[src/rtl/eth_rx_mii_deframer.sv]
// MII receive deframer: strips preamble/SFD, packs nibbles (low first) into bytes, ends each frame with a status strobe.
// Optional FCS residue checking is built only when ETH_RX_CRC_CHECK_EN is defined.
module eth_rx_mii_deframer #(
    parameter int MIN_PRE_NIB = 2,
    parameter int MIN_LEN     = 64,
    parameter int MAX_LEN     = 1518
) (
    input  logic        MRxclk,
    input  logic        MRxrst,
    input  logic        rx_en_i,
    input  logic [3:0]  MRxD,
    input  logic        MRxdv,
    input  logic        MRxerr,
    output logic [7:0]  rx_data_o,
    output logic        rx_valid_o,
    output logic        rx_sof_o,
    output logic        rx_done_o,
    output logic [15:0] rx_len_o,
    output logic        rx_err_o,
    output logic        rx_dribble_o,
    output logic        rx_short_o,
    output logic        rx_long_o,
    output logic        rx_crc_err_o,
    output logic        rx_busy_o
);
    localparam logic [3:0]  PRE_MIN = 4'(MIN_PRE_NIB);
    localparam logic [15:0] LEN_MIN = 16'(MIN_LEN);
    localparam logic [15:0] LEN_MAX = 16'(MAX_LEN);

    typedef enum logic [2:0] {S_IDLE, S_PRE, S_DATA, S_FLUSH, S_DROP} state_t;

    state_t      state_q, state_d;
    logic [3:0]  pre_cnt_q, pre_cnt_d;
    logic        phase_q, phase_d;
    logic [3:0]  low_q, low_d;
    logic [15:0] len_q, len_d;
    logic        err_q, err_d;
    logic        dribble_q, dribble_d;
    logic        long_q, long_d;

    logic [7:0]  data_q, data_d;
    logic        valid_q, valid_d;
    logic        sof_q, sof_d;
    logic        done_q, done_d;
    logic [15:0] len_o_q, len_o_d;
    logic        err_o_q, err_o_d;
    logic        dribble_o_q, dribble_o_d;
    logic        short_o_q, short_o_d;
    logic        long_o_q, long_o_d;
    logic        busy_q, busy_d;

    always_comb begin
        state_d     = state_q;
        pre_cnt_d   = pre_cnt_q;
        phase_d     = phase_q;
        low_d       = low_q;
        len_d       = len_q;
        err_d       = err_q;
        dribble_d   = dribble_q;
        long_d      = long_q;
        data_d      = data_q;
        valid_d     = 1'b0;
        sof_d       = 1'b0;
        done_d      = 1'b0;
        len_o_d     = len_o_q;
        err_o_d     = err_o_q;
        dribble_o_d = dribble_o_q;
        short_o_d   = short_o_q;
        long_o_d    = long_o_q;

        case (state_q)
            S_IDLE: begin
                if (MRxdv) begin
                    if (rx_en_i && (MRxD == 4'h5)) begin
                        state_d   = S_PRE;
                        pre_cnt_d = 4'd1;
                    end else begin
                        state_d = S_DROP;
                    end
                end
            end
            S_PRE: begin
                if (!MRxdv) begin
                    state_d = S_IDLE;
                end else if (MRxD == 4'h5) begin
                    if (pre_cnt_q != 4'hF) pre_cnt_d = pre_cnt_q + 4'd1;
                end else if ((MRxD == 4'hD) && (pre_cnt_q >= PRE_MIN)) begin
                    state_d   = S_DATA;
                    phase_d   = 1'b0;
                    len_d     = 16'd0;
                    err_d     = 1'b0;
                    dribble_d = 1'b0;
                    long_d    = 1'b0;
                end else begin
                    state_d = S_DROP;
                end
            end
            S_DATA: begin
                if (MRxerr) err_d = 1'b1;
                if (!MRxdv) begin
                    state_d   = S_FLUSH;
                    dribble_d = phase_q;
                end else if (!phase_q) begin
                    low_d   = MRxD;
                    phase_d = 1'b1;
                end else begin
                    phase_d = 1'b0;
                    // The byte that would overrun MAX_LEN is swallowed, not emitted.
                    if (len_q >= LEN_MAX) begin
                        long_d  = 1'b1;
                        state_d = S_FLUSH;
                    end else begin
                        data_d  = {MRxD, low_q};
                        valid_d = 1'b1;
                        sof_d   = (len_q == 16'd0);
                        len_d   = (len_q == 16'hFFFF) ? len_q : len_q + 16'd1;
                    end
                end
            end
            S_FLUSH: begin
                done_d      = 1'b1;
                len_o_d     = len_q;
                err_o_d     = err_q;
                dribble_o_d = dribble_q;
                short_o_d   = (len_q < LEN_MIN);
                long_o_d    = long_q;
                state_d     = MRxdv ? S_DROP : S_IDLE;
            end
            S_DROP: begin
                if (!MRxdv) state_d = S_IDLE;
            end
            default: state_d = S_IDLE;
        endcase

        busy_d = (state_d != S_IDLE);
    end

    always_ff @(posedge MRxclk) begin
        if (MRxrst) begin
            state_q     <= S_IDLE;
            pre_cnt_q   <= 4'd0;
            phase_q     <= 1'b0;
            low_q       <= 4'd0;
            len_q       <= 16'd0;
            err_q       <= 1'b0;
            dribble_q   <= 1'b0;
            long_q      <= 1'b0;
            data_q      <= 8'd0;
            valid_q     <= 1'b0;
            sof_q       <= 1'b0;
            done_q      <= 1'b0;
            len_o_q     <= 16'd0;
            err_o_q     <= 1'b0;
            dribble_o_q <= 1'b0;
            short_o_q   <= 1'b0;
            long_o_q    <= 1'b0;
            busy_q      <= 1'b0;
        end else begin
            state_q     <= state_d;
            pre_cnt_q   <= pre_cnt_d;
            phase_q     <= phase_d;
            low_q       <= low_d;
            len_q       <= len_d;
            err_q       <= err_d;
            dribble_q   <= dribble_d;
            long_q      <= long_d;
            data_q      <= data_d;
            valid_q     <= valid_d;
            sof_q       <= sof_d;
            done_q      <= done_d;
            len_o_q     <= len_o_d;
            err_o_q     <= err_o_d;
            dribble_o_q <= dribble_o_d;
            short_o_q   <= short_o_d;
            long_o_q    <= long_o_d;
            busy_q      <= busy_d;
        end
    end

`ifdef ETH_RX_CRC_CHECK_EN
    localparam logic [31:0] CRC_RESIDUE = 32'hDEBB20E3;

    logic [31:0] crc_q, crc_d;
    logic        crc_init;
    logic        crc_err_q;

    function automatic logic [31:0] crc32_byte(input logic [31:0] c, input logic [7:0] b);
        logic [31:0] r;
        r = c ^ {24'h0, b};
        for (int i = 0; i < 8; i++) begin
            r = r[0] ? ((r >> 1) ^ 32'hEDB88320) : (r >> 1);
        end
        return r;
    endfunction

    assign crc_init = (state_q == S_PRE) && (state_d == S_DATA);

    always_comb begin
        crc_d = crc_q;
        if (crc_init)     crc_d = 32'hFFFFFFFF;
        else if (valid_d) crc_d = crc32_byte(crc_q, data_d);
    end

    // Residue compare runs on the raw register, FCS bytes already folded in.
    always_ff @(posedge MRxclk) begin
        if (MRxrst) begin
            crc_q     <= 32'd0;
            crc_err_q <= 1'b0;
        end else begin
            crc_q <= crc_d;
            if (state_q == S_FLUSH) crc_err_q <= (crc_q != CRC_RESIDUE) | long_q;
        end
    end

    assign rx_crc_err_o = crc_err_q;
`else
    assign rx_crc_err_o = 1'b0;
`endif

    assign rx_data_o    = data_q;
    assign rx_valid_o   = valid_q;
    assign rx_sof_o     = sof_q;
    assign rx_done_o    = done_q;
    assign rx_len_o     = len_o_q;
    assign rx_err_o     = err_o_q;
    assign rx_dribble_o = dribble_o_q;
    assign rx_short_o   = short_o_q;
    assign rx_long_o    = long_o_q;
    assign rx_busy_o    = busy_q;

endmodule

[config.mk]
export PLATFORM = sky130hd
export DESIGN_NAME = eth_rx_mii_deframer
export DESIGN_NICKNAME = d
export VERILOG_FILES = /design/src/rtl/eth_rx_mii_deframer.sv
export SDC_FILE = /design/constraint.sdc
export NUM_CORES = 1
export LEC_CHECK = 0
export CAP_MARGIN = 10
export CORE_ASPECT_RATIO = 0.75
export CORE_MARGIN = 4
export CORE_UTILIZATION = 40
export CTS_CLUSTER_DIAMETER = 30
export CTS_CLUSTER_SIZE = 25
export DETAILED_ROUTE_END_ITERATION = 10
export HOLD_SLACK_MARGIN = 0.1
export PLACE_DENSITY = 0.6
export SLEW_MARGIN = 20
export SYNTH_ARGS = -nofsm -noshare
export SYNTH_HDL_FRONTEND = slang
export SYNTH_SLANG_ARGS = --single-unit
export TNS_END_PERCENT = 20
[constraint.sdc]
create_clock -name MRxclk -period 3.75 [get_ports MRxclk]
set_clock_uncertainty 0.15 [all_clocks]
set_input_delay 0.75 -clock MRxclk [delete_from_list [all_inputs] [get_ports MRxclk]]
set_output_delay 0.75 -clock MRxclk [all_outputs]
set_load 0.01 [all_outputs]
==> impl_results.md, run 1 <==
* Status: completed
* Max Slew Vio Count at 0
* Clock power frac at 0.411
* Ys async rst share at 0
* Switching part of the total at 0.235
* Commonest non-fill, non-tap cell in the layout: dfxtp_1
* Leak at 1.08 nW
* Number of post-CTS setup repair buffers at 0
* Syn avg cell area at around 8.7 um^2
* Area Overhead vs Synth at 23.1%
* Final Wtd Congestion at 0.817
* Initial DRT Pass Iterations at 4
* CTS Hold Bufs at 0
* DRC at 0
* Tcrit/Tclk final at 0.737
* Final net count at between 300 and 400
* Vias per inst at roughly 5.1
* Ys flop type: dfxtp_1
* Yosys reg bits at 63
* Worst-Skew Late Latency at 330 ps
* First-pass GRT wire length at around 9900 um
* Net switching power at approximately 0.00028 W
* Clock slew seen by the registers of the worst setup and hold paths at 70 ps
* Pint at 0.000918 W
* Final period demand of the worst path at ~2800 ps
* Post-DRT Antenna Nets at 0
* Hold path depth at 2
* Post-Layout Cell Count at between 400 and 500
* Final TNS setup at 0 ps
* Vias at around 2,200
* Synthesized cell area at 2650 um^2
* Post-synth net total at roughly 320
* Vias in the first global route at 2,045
* Largest net degree at the start of global routing at 27
* CTS tree: yes
* PwrDens at around 370 nW/um^2
* Die Ht at 78.4 um
* CP Launch Type: input port
* Fill count at between 600 and 700
* Routed WL at roughly 5800 um
* EDFF count, synth at 0
* Maximum clock rate at approximately 360 MHz
* Cell total after placement at a little over 400
* IO Count at 42
* Diode count at 0
* RSZ-0062 raised after global routing: false
* Clk sinks at 63
* Worst-case clock buffer depth at 2
* Initial antenna violation count at 0
* FF-to-FF path depth at 7
* Area after DPL at 3090 um^2
* DRT iter0 DRCs at between 100 and 150
* R2r setup slk at 1280 ps
* Share of cells above drive strength 1 at 0.0888
* Worst r2r dst: len_q[8]$_SDFFE_PP0P_
* CTS Buf Count at 9
* Resized cells post-CTS at 0
* Hold Path End: rx_len_o[14]$_SDFFE_PP0P_
* Core Rows at 25
* Crit end category: flop
* Root Driver: clkbuf_8
* MaxCap Viol Count at 0
* Min-delay src: rx_len_o[14]$_SDFFE_PP0P_
* Drt wl/cell at roughly 14 um
* I/O Buffers at 40
* Endpoints failing hold at 0
* Die width at between 100 and 150 um
* Die area at 7990 um^2
* Core area at between 6000 and 7000 um^2
* Max VDD drop at around 180 uV
* Slew margin rel. at 0.496
* Combinational share of power at 0.028
* Tot Pwr at 0.00120 W
* Most frequent cells in the layout: dfxtp_1, nand2_1, a21oi_1, clkdlybuf4s50_1, nor2_1
* Starting Density at 0.417
* Max FO, Critical Path at 19
* Worst Tran Pin Value at ~750 ps
* Crit Reg-Reg Startpoint: len_q[0]$_SDFFE_PP0P_
* Reg power frac at 0.561
* Synth cell types at between 50 and 60
* Ys Warns at 0
* Mapped Cells at between 300 and 400
* Final setup fails at 0
* Final Instance Area at 3260 um^2
* DPL Wire Length at 4040 um
* CP Class: in -> reg
* Gr ovfl total at 0
* Seq/Total Area, Yosys at 0.477
* H-tree depth at 3
* Total track usage at 0.160
* CP required at roughly 3900 ps
* Hold Path Class: reg -> reg
* CP arrival at about 2900 ps
==> kinds of logic after synthesis <==
family,count (synthesis),share of synthesized area
AO/OA/AOI/OAI,66,0.140
flip-flops,63,0.477
AND/OR/NAND/NOR,139,0.283
buffers and inverters,22,0.0445
other,1,0.00142
adder cells (fa/ha/maj),5,0.0237
multiplexers,8,0.0303
==> power by group through the flow <==
stage,clock [W],sequential [W],combinational (W)
floorplan,0,0.000687,0.0000204
global placement,0,0.000688,0.0000341
detailed placement,0,0.000688,0.0000342
CTS,0.000516,0.000672,0.0000343
global route,0.000553,0.000672,0.0000370
finish,0.000493,0.000673,0.0000339
==> critical path, stage by stage <==
cell	delay [ps]
clkdlybuf4s50_1	470
nand4b_1	220
o21ai_1	320
nand4b_2	400
or4_1	580
a21oi_1	140
==> registers in the layout (all words and copies together) (netlist names) <==
| register | flops |
|---|---|
| phase_q | 1 |
| rx_busy_o | 1 |
| rx_short_o | 1 |
| rx_len_o | 16 |
| state_q | 3 |
| rx_done_o | 1 |
| err_q | 1 |
| rx_long_o | 1 |
| low_q | 4 |
| rx_err_o | 1 |
| rx_valid_o | 1 |
| len_q | 16 |
| rx_data_o | 8 |
| long_q | 1 |
| dribble_q | 1 |
| pre_cnt_q | 4 |
| rx_sof_o | 1 |
| rx_dribble_o | 1 |
==> final cells by class <==
type,instances,area [um^2],area share
Clock inverter,6,38.8,0.0119
Multi-Input combinational cell,219,1270,0.389
Timing Repair Buffer,45,438,0.135
Tap cell,81,101,0.0311
Clock buffer,9,124,0.0380
Sequential cell,63,1260,0.387
Inverter,7,26.3,0.00807
==> stage by stage <==
| step | setup WS, ps | hold WS [ps] | util |
|---|---|---|---|
| floorplan | 1560 | 279 | - |
| global placement | 684 | 294 | 0.487 |
| detailed placement | 648 | 297 | 0.487 |
| CTS | 1000 | 307 | 0.513 |
| global route | 831 | 328 | 0.513 |
| finish | 985 | 305 | 0.513 |
==> Yosys cell counts (2+ instances only) <==
| cell | number | area share |
|---|---|---|
| dfxtp_1 | 63 | 0.48 |
| nand2_1 | 54 | 0.077 |
| a21oi_1 | 40 | 0.076 |
| nor2_1 | 19 | 0.027 |
| o21ai_0 | 13 | 0.025 |
| or3_1 | 10 | 0.024 |
| mux2i_1 | 8 | 0.030 |
| inv_1 | 7 | 0.0099 |
| nand3_1 | 7 | 0.013 |
| and2_1 | 6 | 0.014 |
| clkbuf_1 | 6 | 0.0085 |
| buf_2 | 5 | 0.0095 |
| ha_1 | 5 | 0.024 |
| nand2b_1 | 4 | 0.0095 |
| nor3_1 | 4 | 0.0076 |
| and3_1 | 3 | 0.0071 |
| nand4b_1 | 3 | 0.0099 |
| nor3b_1 | 3 | 0.0085 |
| nor4_1 | 3 | 0.0071 |
| or2_2 | 3 | 0.0071 |
| or4_1 | 3 | 0.0085 |
| and2_2 | 2 | 0.0057 |
| buf_6 | 2 | 0.0085 |
| nand3b_1 | 2 | 0.0057 |
| nand4_1 | 2 | 0.0047 |
| o21a_1 | 2 | 0.0057 |
==> how the worst max path moves through the flow <==
| stage | slack, ps | end | from | cells after the start |
|---|---|---|---|---|
| 2_1_floorplan | 1560 | len_q[8]$_SDFFE_PP0P_ | MRxD[1] | 5 |
| 3_3_place_gp | 680 | len_q[8]$_SDFFE_PP0P_ | MRxD[1] | 6 |
| 3_5_place_dp | 650 | len_q[8]$_SDFFE_PP0P_ | MRxD[1] | 6 |
| 4_1_cts | 1000 | len_q[8]$_SDFFE_PP0P_ | MRxD[3] | 6 |
| 5_1_grt | 830 | len_q[8]$_SDFFE_PP0P_ | MRxD[3] | 6 |
| 6_report | 980 | len_q[8]$_SDFFE_PP0P_ | MRxD[1] | 6 |
==> routing by layer <==
metal  global-route usage  wire length, um  vias to the layer above
met1                0.230             3000                     1013
met4               0.0524               44                        0
met5                    0                0                        -
met2                0.211             2400                       49
li1                     -                -                     1143
met3               0.0710              366                        2
Power figures use the tool's default switching activity.
==> run 2: changes to the inputs <==
- PLACE_DENSITY: 0.6 -> 0.63
- clock period: 3.75 -> 2.4 ns (I/O delays scaled with it)
==> run 2 against run 1 <==
Compared with the run above: power increased by 68%; die area unchanged; final area increased by 6.2%; critical path depth decreased by 2; critical endpoint is now len_q[1]$_SDFFE_PP0P_; core utilization increased by 3.2 points; via count increased by 2.7%.
==> impl_results.md, run 2 (synthesis gave the netlist of run 1 again) <==
* CTS tree: yes
* Post-Layout Cell Count at 450
* Endpoints failing hold at 0
* Slew margin rel. at 0.615
* CP Launch Type: flop
* Largest stage delay, worst path at approximately 520 ps
* CP delay by family, top: simple AND/OR/NAND/NOR gates
* Worst-case clock buffer depth at 2
* Total track usage at 0.168
* Starting Density at 0.417
* Max Slew Vio Count at 0
* Commonest non-fill, non-tap cell in the layout: dfxtp_1
* Initial antenna violation count at 0
* Final Instance Area at about 3500 um^2
* Most frequent cells in the layout: dfxtp_1, nand2_1, a21oi_1, clkdlybuf4s50_1, buf_4
* Worst-Skew Late Latency at roughly 330 ps
* Cell total after placement at around 430
* DPL Wire Length at roughly 4400 um
* Largest net degree at the start of global routing at 28
* H-tree depth at 3
* Max VDD drop at 317 uV
* Clock slew seen by the registers of the worst setup and hold paths at roughly 70 ps
* Die area at 7990 um^2
* First-pass GRT wire length at 10,500 um
* CP required at around 2500 ps
* MaxCap Viol Count at 0
* Post-DRT Antenna Nets at 0
* Hold Path Class: reg -> reg
* IO Count at 42
* Initial DRT Pass Iterations at 4
* Diode count at 0
* Area after DPL at 3260 um^2
* Status: completed
* Gr ovfl total at 0
* CTS Hold Bufs at 0
* Routed WL at between 6000 and 7000 um
* CP Class: reg -> reg
* Share of cells above drive strength 1 at 0.138
* CTS Buf Count at 9
* Die width at 102 um
* Die Ht at 78.4 um
* Vias in the first global route at about 2,200
* Crit end category: flop
* I/O Buffers at 40
* RSZ-0062 raised after global routing: false
* Final Wtd Congestion at roughly 0.85
* Vias at 2,267
* Drt wl/cell at about 14 um
* Core Rows at 25
* Final net count at 378
* Crit path cell chain: or3b_1 > or4_1 > nor2b_2 > a32o_1
* DRC at 0
* CP arrival at 2280 ps
* Clk sinks at between 60 and 70
* Crit path setup slack, layout at between 150 and 200 ps
* Root Driver: clkbuf_8
* Leak at 1.20 nW
* Vias per inst at a little over 5
* Tot Pwr at 0.00201 W
* Core area at approximately 6300 um^2
* Maximum clock rate at 454 MHz
* Tcrit/Tclk final at 0.918
* Area Overhead vs Synth at 30.7%
* Final period demand of the worst path at 2200 ps
* DRT iter0 DRCs at about 120
* Slowest CP cell: dfxtp_1
* Max FO, Critical Path at 9
* Setup WS pre-CTS at -128 ps
* Final setup fails at 0
* PwrDens at around 580 nW/um^2
* Worst Tran Pin Value at ~580 ps
* Worst path bufs/invs at 0
==> run 2: cell types whose count changed in the layout (fill, tap and decap cells not counted), sizes merged <==
| cell | delta |
|---|---|
| buf | +19 |
| clkinvlp | -2 |
| bufinv | +1 |
| clkinv | -1 |
| clkbuf | +3 |
==> run 2: worst paths after layout <==
| check | from | endpoint | slack [ps] | depth (start not counted) |
|---|---|---|---|---|
| setup / recovery | state_q[0]$_SDFF_PP0_ | len_q[1]$_SDFFE_PP0P_ | 200 | 4 |
| hold / removal | rx_len_o[11]$_SDFFE_PP0P_ | rx_len_o[11]$_SDFFE_PP0P_ | 300 | 2 |
| setup reg to reg | state_q[0]$_SDFF_PP0_ | len_q[1]$_SDFFE_PP0P_ | 200 | 4 |
| hold reg to reg | rx_len_o[11]$_SDFFE_PP0P_ | rx_len_o[11]$_SDFFE_PP0P_ | 300 | 2 |
==> run 2: layer usage <==
metal  wire (um)  vias up  part of all wire  GRT usage
met3         283        7             0.046     0.0524
met5           0        -                 0          0
met1        3290     1027              0.53      0.247
met2        2510       50              0.41      0.232
met4          73        0             0.012     0.0511
li1            -     1183                 -          -
==> run 2: metrics by stage <==
stage	TNS [ps]	hold slack, ps	util
finish	0	304	0.545
global route	0	326	0.545
detailed placement	-601	298	0.513
global placement	-212	294	0.513
floorplan	0	279	-
CTS	0	308	0.543
==> run 2: worst reg2reg max path: cells and delay by family, from the launching register on <==
kind               cells  cell delay [ps]
DFF                    1              520
and+or+nand+nor        3             1180
AOI/OAI and AO/OA      1              260
==> run 2: final cells by class <==
| class | instances | area (um^2) |
|---|---|---|
| clock buffers | 12 | 145 |
| multi-input cells | 219 | 1270 |
| inverters | 7 | 26.3 |
| clock inverters | 4 | 45.0 |
| fillers | 621 | 2890 |
| well taps | 81 | 101 |
| repair buffers | 64 | 606 |
| flip-flops and latches | 63 | 1260 |
==> run 2: where the power goes <==
group          leakage, nW  internal (W)  switching [W]
Sequential           0.508       0.00105     0.00000352
Clock                0.100      0.000504       0.000386
Combinational        0.594     0.0000336      0.0000339
==> run 2: what timing repair did <==
action	in CTS	in global routing
setup endpoints to repair	0	6
buffers inserted	0	0
resized for setup	0	2
